$ cat config.mk
export PLATFORM = sky130hd
export DESIGN_NAME = computer_interface_mc
export DESIGN_NICKNAME = d
export VERILOG_FILES = /design/src/rtl/computer_interface_mc.sv
export SDC_FILE = /design/constraint.sdc
export NUM_CORES = 1
export LEC_CHECK = 0
export ABC_AREA = 1
export CORE_UTILIZATION = 55
export DETAILED_ROUTE_END_ITERATION = 8
export HOLD_SLACK_MARGIN = 0.15
export MAX_ROUTING_LAYER = met4
export PLACE_DENSITY = 0.75
export REMOVE_ABC_BUFFERS = 1
export SYNTH_ARGS = -nofsm -noshare
export SYNTH_HDL_FRONTEND = slang
export SYNTH_SLANG_ARGS = --single-unit
$ cat constraint.sdc
create_clock -name clk_i -period 1.8 [get_ports clk_i]
set_input_delay 0.18 -clock clk_i [delete_from_list [all_inputs] [get_ports clk_i]]
set_output_delay 0.18 -clock clk_i [all_outputs]
set_load 0.02 [all_outputs]
$ cat src/rtl/computer_interface_mc.sv
// Frames an ADC snapshot into a 7-bit-payload byte stream. The first byte goes out 1 cycle after the strobe edge, and each later byte or RX poll 1 cycle after its handshake.
// Backpressure: one request is outstanding at a time and is held until tx_ok/tx_err or rx_rdy/rx_err arrives; a strobe edge that is not seen in IDLE is dropped and flagged as an overrun.
module computer_interface_mc #(
  parameter int DATA_W     = 14,
  parameter int CHANNELS   = 2,
  parameter int LEDCNT_MAX = 7200000
) (
  input  logic                         clk_i,
  input  logic                         reset_ni,
  input  logic [CHANNELS*DATA_W-1:0]   adc_data_i,
  input  logic                         adc_data_rdy_i,
  output logic [CHANNELS*DATA_W-1:0]   dac_data_o,
  output logic                         dac_data_rdy_o,
  output logic [7:0]                   tx_data_o,
  output logic                         tx_data_rdy_o,
  input  logic                         tx_ok_i,
  input  logic                         tx_err_i,
  output logic                         rx_poll_o,
  input  logic                         rx_data_rdy_i,
  input  logic                         rx_err_i,
  input  logic [7:0]                   rx_data_i,
  output logic                         led_txerr_o,
  output logic                         led_rxerr_o,
  output logic                         led_ovr_o
);

  localparam int NB    = (DATA_W + 6) / 7;
  localparam int FB    = NB * CHANNELS;
  localparam int FW    = FB * 7;
  localparam int IDX_W = $clog2(FB) + 1;
  localparam int LED_W = $clog2(LEDCNT_MAX + 1);
  localparam logic [IDX_W-1:0] LAST_IDX = IDX_W'(FB - 1);
  localparam logic [LED_W-1:0] LED_LOAD = LED_W'(LEDCNT_MAX);

  localparam logic [1:0] S_IDLE = 2'd0;
  localparam logic [1:0] S_TX   = 2'd1;
  localparam logic [1:0] S_RX   = 2'd2;

  logic [1:0]                 state;
  logic [IDX_W-1:0]           idx;
  logic                       strobe_q;
  logic                       strobe_armed;
  logic [FW-1:0]              adc_frame;
  logic [FW-1:0]              tx_shift;
  logic [FW-1:0]              rx_shift;
  logic [FW-1:0]              rx_next;
  logic [CHANNELS*DATA_W-1:0] rx_dac;
  logic [LED_W-1:0]           txerr_cnt;
  logic [LED_W-1:0]           rxerr_cnt;
  logic [LED_W-1:0]           ovr_cnt;
  logic                       edge_vld;
  logic                       idx_last;
  logic                       sync_ok;
  logic                       ovr_load;
  logic                       txerr_load;
  logic                       rxerr_load;

  // Frames are held in wire order: byte 0 sits in the top 7 bits, each channel zero-padded to NB*7 bits.
  always_comb begin
    adc_frame = '0;
    rx_dac    = '0;
    rx_next   = (rx_shift << 7) | FW'(rx_data_i[6:0]);
    for (int k = 0; k < CHANNELS; k++) begin
      adc_frame[(CHANNELS-1-k)*NB*7 +: DATA_W] = adc_data_i[k*DATA_W +: DATA_W];
      rx_dac[k*DATA_W +: DATA_W] = rx_next[(CHANNELS-1-k)*NB*7 +: DATA_W];
    end
  end

  // The strobe is armed one cycle after reset, so an input held high through reset is not seen as an edge.
  assign edge_vld   = adc_data_rdy_i & ~strobe_q & strobe_armed;
  assign idx_last   = (idx == LAST_IDX);
  assign sync_ok    = (rx_data_i[7] == (idx == '0));
  assign ovr_load   = edge_vld && (state != S_IDLE);
  assign txerr_load = (state == S_TX) && !tx_ok_i && tx_err_i;
  assign rxerr_load = (state == S_RX) &&
                      ((rx_data_rdy_i && !sync_ok) || (!rx_data_rdy_i && rx_err_i && (idx != '0)));

  assign led_txerr_o = |txerr_cnt;
  assign led_rxerr_o = |rxerr_cnt;
  assign led_ovr_o   = |ovr_cnt;

  function automatic logic [LED_W-1:0] cnt_next(input logic load, input logic [LED_W-1:0] cnt);
    if (load)            return LED_LOAD;
    else if (cnt != '0)  return cnt - 1'b1;
    else                 return '0;
  endfunction

  always_ff @(posedge clk_i or negedge reset_ni) begin
    if (!reset_ni) begin
      state          <= S_IDLE;
      idx            <= '0;
      strobe_q       <= 1'b0;
      strobe_armed   <= 1'b0;
      tx_shift       <= '0;
      rx_shift       <= '0;
      tx_data_o      <= '0;
      tx_data_rdy_o  <= 1'b0;
      rx_poll_o      <= 1'b0;
      dac_data_o     <= '0;
      dac_data_rdy_o <= 1'b0;
      txerr_cnt      <= '0;
      rxerr_cnt      <= '0;
      ovr_cnt        <= '0;
    end else begin
      strobe_q       <= adc_data_rdy_i;
      strobe_armed   <= 1'b1;
      tx_data_rdy_o  <= 1'b0;
      rx_poll_o      <= 1'b0;
      dac_data_rdy_o <= 1'b0;
      txerr_cnt      <= cnt_next(txerr_load, txerr_cnt);
      rxerr_cnt      <= cnt_next(rxerr_load, rxerr_cnt);
      ovr_cnt        <= cnt_next(ovr_load, ovr_cnt);
      case (state)
        S_IDLE: begin
          if (edge_vld) begin
            tx_data_o     <= {1'b1, adc_frame[FW-1 -: 7]};
            tx_shift      <= adc_frame << 7;
            tx_data_rdy_o <= 1'b1;
            idx           <= '0;
            state         <= S_TX;
          end
        end
        S_TX: begin
          if (tx_ok_i) begin
            if (idx_last) begin
              rx_poll_o <= 1'b1;
              idx       <= '0;
              rx_shift  <= '0;
              state     <= S_RX;
            end else begin
              tx_data_o     <= {1'b0, tx_shift[FW-1 -: 7]};
              tx_shift      <= tx_shift << 7;
              tx_data_rdy_o <= 1'b1;
              idx           <= idx + 1'b1;
            end
          end else if (tx_err_i) begin
            rx_poll_o <= 1'b1;
            idx       <= '0;
            rx_shift  <= '0;
            state     <= S_RX;
          end
        end
        S_RX: begin
          if (rx_data_rdy_i) begin
            if (!sync_ok) begin
              state <= S_IDLE;
            end else if (idx_last) begin
              dac_data_o     <= rx_dac;
              dac_data_rdy_o <= 1'b1;
              state          <= S_IDLE;
            end else begin
              rx_shift  <= rx_next;
              idx       <= idx + 1'b1;
              rx_poll_o <= 1'b1;
            end
          end else if (rx_err_i) begin
            state <= S_IDLE;
          end
        end
        default: begin
          state          <= S_IDLE;
          idx            <= '0;
          strobe_q       <= 1'b0;
          strobe_armed   <= 1'b0;
          tx_shift       <= '0;
          rx_shift       <= '0;
          tx_data_o      <= '0;
          tx_data_rdy_o  <= 1'b0;
          rx_poll_o      <= 1'b0;
          dac_data_o     <= '0;
          dac_data_rdy_o <= 1'b0;
          txerr_cnt      <= '0;
          rxerr_cnt      <= '0;
          ovr_cnt        <= '0;
        end
      endcase
    end
  end

endmodule

==> key figures, run 1 <==
Status
  – Status: finished, violations left
  – Violated checks: negative setup slack

Floorplan
  – Core Footprint: 0.01399 mm²
  – Die Y: about 120 µm
  – Width of the die: 122.2 µm
  – Initial Util: 56.77%
  – Standard-cell row count: 43
  – # IOs: between 80 and 90
  – Full die area: 0.01492 mm²

Finish
  – Nets@finish: 1191
  – Most frequent cells in the layout: nand2_1, dfrtp_1, nor2_1
  – Number of diodes: 0
  – Layout Cells excl Fill: roughly 1300
  – Finished Cell Area: 0.01063 mm²
  – P&R area growth vs syn: 33.80%
  – Commonest non-fill, non-tap cell in the layout: nand2_1
  – Ratio of cells with drive above 1 in the final layout: 20.24%

Critical path
  – Worst-path maximum fanout: 7
  – Critical Path Start Type: flop
  – Worst EP required: 2.11 ns
  – CP endpoint kind: flop
  – Worst setup path category: flop to flop
  – Critical Path AT: 2.17 ns

Timing
  – Worst-margin pin slew: 0.4404 ns
  – Hold Violations, Final: 0
  – Skew final: ~0.017 ns
  – Tcrit/Tclk final: 103.6%
  – Final-report setup violation count: 35
  – RSZ-0062 raised after global routing: yes
  – Achievable Freq: 0.5361 GHz
  – Setup ws final: -0.06532 ns
  – Setup tns final: -1.167 ns
  – Final Max Slew Viols: 0
  – Slew margin rel.: 70.64%
  – Crit path time final: 1.865 ns

Placed design
  – GPL Wtd Cong: 0.9038
  – Dpl ws: -0.05651 ns
  – DP HPWL: 12100 µm
  – Placed insts: 1261
  – Placed cell area: 0.009183 mm²
  – I/O Buffers: 84

Pwr
  – Pleak: ~0.005 µW
  – Peak supply drop: between 1 and 1.5 mV
  – Pwr dens: 1830 mW/mm²
  – Overall power: 19440 µW

Drt
  – Routed Antenna Nets: 0
  – Routed length per instance: between 15 and 20 µm
  – Drt pass-1 iters: 5
  – Vias per cell: 5.294
  – DR iter-0 viols: 509
  – Drt total wl: 21050 µm
  – Vias: 7020
  – DRC: 0

Clocking
  – TritonCTS clock tree: built
  – Clock sink count: between 150 and 200
  – CTS Buffer Depth: 2
  – H-tree depth: 4
  – Root buffer cell: clkbuf_16
  – Worst-skew pair later-pin latency: roughly 0.44 ns
  – Total CTS buffers: 17
  – Clock transition at the registers of the reported paths: 0.06 ns

Synth
  – Synthesized area per cell: approximately 8 µm²
  – Compound-gate portion of the synthesized area: 6.854%
  – Dominant combinational cell family by area after synthesis: simple AND/OR/NAND/NOR gates
  – Post-Synth XOR/XNOR Area: 4.396%
  – Synthesis warning total: 0
  – Post-synthesis mux area share: 0%
  – Cells after Synth: about 990
  – Synth unique cells: 35
  – Flops & latches, synth: 157
  – Register area share after synthesis: 49.47%
  – Post-synthesis simple-gate area fraction: 30.86%
  – Synth Cell Area: 0.007941 mm²
  – Adder-cell share of the synthesized area: under 10%

Global routing
  – First-pass GRT wire length: 30130 µm
  – Pin count of the biggest net entering global routing: 45
  – Vias in the first global route: 6360
  – Total track usage: 26.82%
  – Initial antenna violation count: 0
  – Grt ovf: 0

Job
  – Max-cap violations: 0

Worst hold path
  – Hold crit path type: input pin to async pin
-- where the power goes --
part           switching (µW)  internal (µW)  leakage (µW)
clock network            1510           2370      0.000298
registers                1050           4770       0.00203
logic                    5550           4190       0.00268
-- registers in the layout, summed over array words and instances (netlist names), 2 cells and up --
| register | cells |
|---|---|
| txerr_cnt | 23 |
| rxerr_cnt | 23 |
| idx | 3 |
| rx_shift | 21 |
| dac_data_o | 28 |
| ovr_cnt | 23 |
| tx_shift | 21 |
| state | 2 |
| tx_data_o | 8 |
-- final cells by class --
| type | instances | area, µm² |
|---|---|---|
| clock inverter | 12 | 185.2 |
| timing repair buffer | 155 | 1670 |
| tap | 180 | 225.2 |
| inverter | 77 | 289.0 |
| clock buffer | 19 | 442.9 |
| fill | 1003 | 3363 |
| multi-input combinational | 726 | 3881 |
| sequential | 157 | 3931 |
-- metal layers --
| layer | global-route usage [%] | wire, µm |
|---|---|---|
| met5 | - | 0 |
| met3 | 6.788 | 1108 |
| met1 | 34.73 | 8963 |
| met4 | 8.003 | 482 |
| met2 | 41.60 | 10490 |
-- final timing paths --
check / startpoint / endpoint / slack (ns) / cells after the start
setup / recovery: idx[0]$_DFFE_PN0P_ / rx_shift[15]$_DFFE_PN0P_ / -0.07 / 9
hold / removal: reset_ni / txerr_cnt[3]$_DFF_PN0_ / 0.25 / 2
setup reg to reg: idx[0]$_DFFE_PN0P_ / rx_shift[15]$_DFFE_PN0P_ / -0.07 / 9
hold reg to reg: txerr_cnt[0]$_DFF_PN0_ / txerr_cnt[0]$_DFF_PN0_ / 0.45 / 1
max in group asynchronous: reset_ni / state[0]$_DFFE_PN0P_ / 0.95 / 3
min in group clk_i: adc_data_i[14] / tx_shift[7]$_DFFE_PN0P_ / 0.28 / 3
-- metrics by stage --
stage / utilization [%] / hold slack [ns]
4_1_cts: 70.50 / 0.2582
3_5_place_dp: 65.64 / 0.1424
3_3_place_gp: 65.64 / 0.1422
2_1_floorplan: - / -0.1156
6_report: 75.96 / 0.2463
5_1_grt: 75.96 / 0.2910
-- logic make-up after synthesis --
logic type / count (synthesis)
xor+xnor: 39
buf+inv: 106
flops: 157
compound gates: 89
simple gates: 584
fa+ha+maj: 14
-- critical path, stage by stage (launching register included) --
cell       delay, ns
dfrtp_1         0.43
ha_4            0.18
ha_4            0.15
nand3b_1        0.16
nand2_2         0.10
nor3_4          0.27
nand2_8         0.14
clkbuf_16       0.20
nand2_2         0.05
o21ai_1         0.07
-- cell usage after synthesis --
cell type | instances | area share, %
a21boi_0 | 1 | 0.095
a21oi_1 | 1 | 0.063
a31oi_1 | 9 | 0.71
and2_1 | 1 | 0.079
and3_1 | 1 | 0.079
buf_1 | 1 | 0.047
buf_2 | 11 | 0.69
buf_4 | 3 | 0.28
buf_6 | 9 | 1.3
clkbuf_1 | 3 | 0.14
clkbuf_2 | 2 | 0.13
clkinv_1 | 1 | 0.047
dfrtp_1 | 157 | 49
ha_1 | 14 | 2.2
inv_1 | 72 | 3.4
inv_2 | 4 | 0.19
nand2_1 | 297 | 14
nand2_2 | 8 | 0.63
nand2_4 | 2 | 0.28
nand3_1 | 80 | 5.0
nand3b_1 | 3 | 0.28
nand4_1 | 18 | 1.4
nand4_2 | 1 | 0.16
nor2_1 | 158 | 7.5
nor2_2 | 7 | 0.55
nor2_4 | 4 | 0.57
nor3_1 | 3 | 0.19
o21ai_0 | 51 | 3.2
o21ai_1 | 3 | 0.19
o21ai_2 | 20 | 2.2
o21bai_1 | 4 | 0.38
or2_1 | 1 | 0.079
xnor2_1 | 18 | 2.0
xor2_1 | 20 | 2.2
xor2_2 | 1 | 0.20
-- repair_timing --
action | 4_1_cts | 5_1_grt
endpoints found under the hold margin | 157 | 0
setup buffers | 4 | 15
pin swaps | 1 | 23
hold buffers | 1 | 0
cloned | 0 | 14
endpoints found under the setup margin | 36 | 96
gates resized for setup | 24 | 124
Power figures use the tool's default switching activity.
==> run 2, diff against run 1 <==
- MAX_ROUTING_LAYER: met4 -> default
- REMOVE_ABC_BUFFERS: 1 -> default
- TNS_END_PERCENT: default -> 50
==> key figures, run 2 (synthesis results as in run 1) <==
Status
  – Status: finished, violations left
  – Violated checks: negative setup slack

Timing
  – Setup ws final: -0.06205 ns (+0.003272 ns)
  – Achievable Freq: 0.5370 GHz (+0.18%)
  – Final Max Slew Viols: 0 (unchanged)
  – Tcrit/Tclk final: 103.4% (-0.18 points)
  – Worst-margin pin slew: 0.3425 ns (-0.09791 ns)
  – Crit path time final: 1.862 ns (-0.003272 ns)
  – Hold Violations, Final: 0 (unchanged)
  – Skew final: 0.01186 ns (-0.004652 ns)
  – Slew margin rel.: 77.08% (+6.4 points)
  – Worst hold slack: 0.1713 ns (-0.07505 ns)
  – Final-report setup violation count: 20 (-43%)
  – RSZ-0062 raised after global routing: yes

Synth
  – Post-Syn Nets: about 1000

Finish
  – Ratio of cells with drive above 1 in the final layout: 17.92% (-2.3 points)
  – Most frequent cells in the layout: nand2_1, dfrtp_1, nor2_1
  – Filler cell count: 1029 (+2.6%)
  – Layout Cells excl Fill: 1313 (-0.98%)
  – Max FFs per register: 28 (unchanged)
  – Commonest non-fill, non-tap cell in the layout: nand2_1
  – Number of diodes: 0 (unchanged)
  – Biggest register: dac_data_o
  – P&R area growth vs syn: 29.70%
  – Finished Core Util: 73.63% (-2.3 points)
  – Nets@finish: 1177 (-1.2%)

Critical path
  – Critical Path AT: 1.68 ns (-0.49 ns)
  – Worst EP required: 1.62 ns (-0.49 ns)
  – CP endpoint kind: output pin
  – Worst-path maximum fanout: 3 (-4)
  – Worst setup path category: flop to output pin
  – Critical Path Start Type: flop

Pwr
  – Peak supply drop: 0.9334 mV (-7.5%)
  – Pleak: 0.004876 µW (-2.7%)
  – Pwr dens: 1776 mW/mm² (-2.9%)
  – Overall power: 18290 µW (-5.9%)

Floorplan
  – Width of the die: 122.2 µm (unchanged)
  – Standard-cell row count: 43 (unchanged)
  – Full die area: 0.01492 mm² (unchanged)
  – Core Footprint: 0.01399 mm² (unchanged)
  – Initial Util: 56.77% (unchanged)
  – Die Y: 122.2 µm (unchanged)
  – # IOs: 85 (unchanged)

Global routing
  – Grt ovf: 0 (unchanged)
  – Initial antenna violation count: 0 (unchanged)
  – Pin count of the biggest net entering global routing: 60 (+33%)
  – Vias in the first global route: 6522 (+2.5%)
  – First-pass GRT wire length: 30390 µm (+0.87%)
  – Total track usage: 26.09% (-0.74 points)

Drt
  – Drt total wl: 19680 µm (-6.5%)
  – Vias per cell: 5.379 (+1.6%)
  – DRC: 0 (unchanged)
  – Routed length per instance: 14.98 µm (-5.6%)
  – DR iter-0 viols: 493 (-3.1%)
  – Vias: 7062 (+0.60%)
  – Routed Antenna Nets: 0 (unchanged)
  – Drt pass-1 iters: 5 (unchanged)

Placed design
  – Placed insts: 1256 (-0.40%)
  – Dpl ws: -0.01027 ns (+0.04625 ns)
  – DP HPWL: 12260 µm (+1.4%)
  – GPL Wtd Cong: 0.9133 (+1.1%)
  – I/O Buffers: 84 (unchanged)

Worst hold path
  – Hold crit path type: input pin to async pin

Clocking
  – Total CTS buffers: 17 (unchanged)
  – Clock sink count: 157 (unchanged)
  – TritonCTS clock tree: built
  – CTS Buffer Depth: 2 (unchanged)
  – H-tree depth: 4 (unchanged)
  – Clock transition at the registers of the reported paths: 0.06 ns (about the same)
  – Worst-skew pair later-pin latency: 0.43 ns (about the same)
  – Root buffer cell: clkbuf_16

Job
  – Max-cap violations: 0 (unchanged)
## run 2: changes by cell type in the layout (fill, tap and decap cells not counted), moves of 3 or more
cell / change
buf_4: -6
buf_6: -4
bufinv_16: -3
clkbuf_16: -4
clkinv_4: +3
nand3_1: +3
nand3_2: -3
nor2_1: +9
nor2_2: -9
## run 2: final cells by class
| type | count | area [µm²] | area share (%) |
|---|---|---|---|
| clock inverters | 13 | 150.1 | 1.458 |
| flip-flops and latches | 157 | 3930 | 38.16 |
| repair buffers | 141 | 1460 | 14.18 |
| clock buffers | 19 | 442.9 | 4.300 |
| multi-input cells | 726 | 3799 | 36.88 |
| inverters | 77 | 292.8 | 2.843 |
| well taps | 180 | 225.2 | 2.187 |
## run 2: final timing paths
check                                       start                       end  slack [ns]  cells past startpoint
min in group clk_i                 adc_data_i[18]  tx_shift[11]$_DFFE_PN0P_        0.27                      3
max reg2reg                    idx[1]$_DFFE_PN0P_  rx_shift[19]$_DFFE_PN0P_       -0.06                      9
min reg2reg                rxerr_cnt[0]$_DFF_PN0_    rxerr_cnt[0]$_DFF_PN0_        0.45                      1
max                        txerr_cnt[9]$_DFF_PN0_               led_txerr_o       -0.06                      5
max in group asynchronous                reset_ni  rx_shift[15]$_DFFE_PN0P_        1.03                      3
min                                      reset_ni      ovr_cnt[7]$_DFF_PN0_        0.17                      2
## run 2: worst max-delay path: stages (launching register included)
cell and delay, ns:
dfrtp_1 0.41, nor2_1 0.19, nand2_1 0.12, nor2_1 0.16
nand4_1 0.17, buf_4 0.20
## run 2: metrics by stage
stage,TNS (ns),cell area [µm²]
global route,-4.287,10300
finish,-0.6473,10300
CTS,-0.05592,9741
floorplan,0,7941
detailed placement,-0.03754,9133
global placement,0,9133
## run 2: what timing repair did
item / 4_1_cts / 5_1_grt
pin swaps: 1 / 18
hold buffers: 1 / 0
gates cloned: 0 / 8
gates resized for setup: 16 / 105
setup endpoints to repair: 16 / 115
buffers inserted: 1 / 15
endpoints found under the hold margin: 157 / 0
## run 2: report_power, final
group	total, µW	internal, µW	switching, µW
clock	3610	2010	1600
sequential	5790	4770	1020
combinational	8890	3690	5200
total	18300	10500	7820
## run 2: layer usage
metal  vias up  track usage, %  wire length, µm
li1       3412               -                -
met3        38           6.414             1014
met2       229           41.88             9815
met1      3383           34.93             8459
met4         0           7.927              386
met5         -               0                0
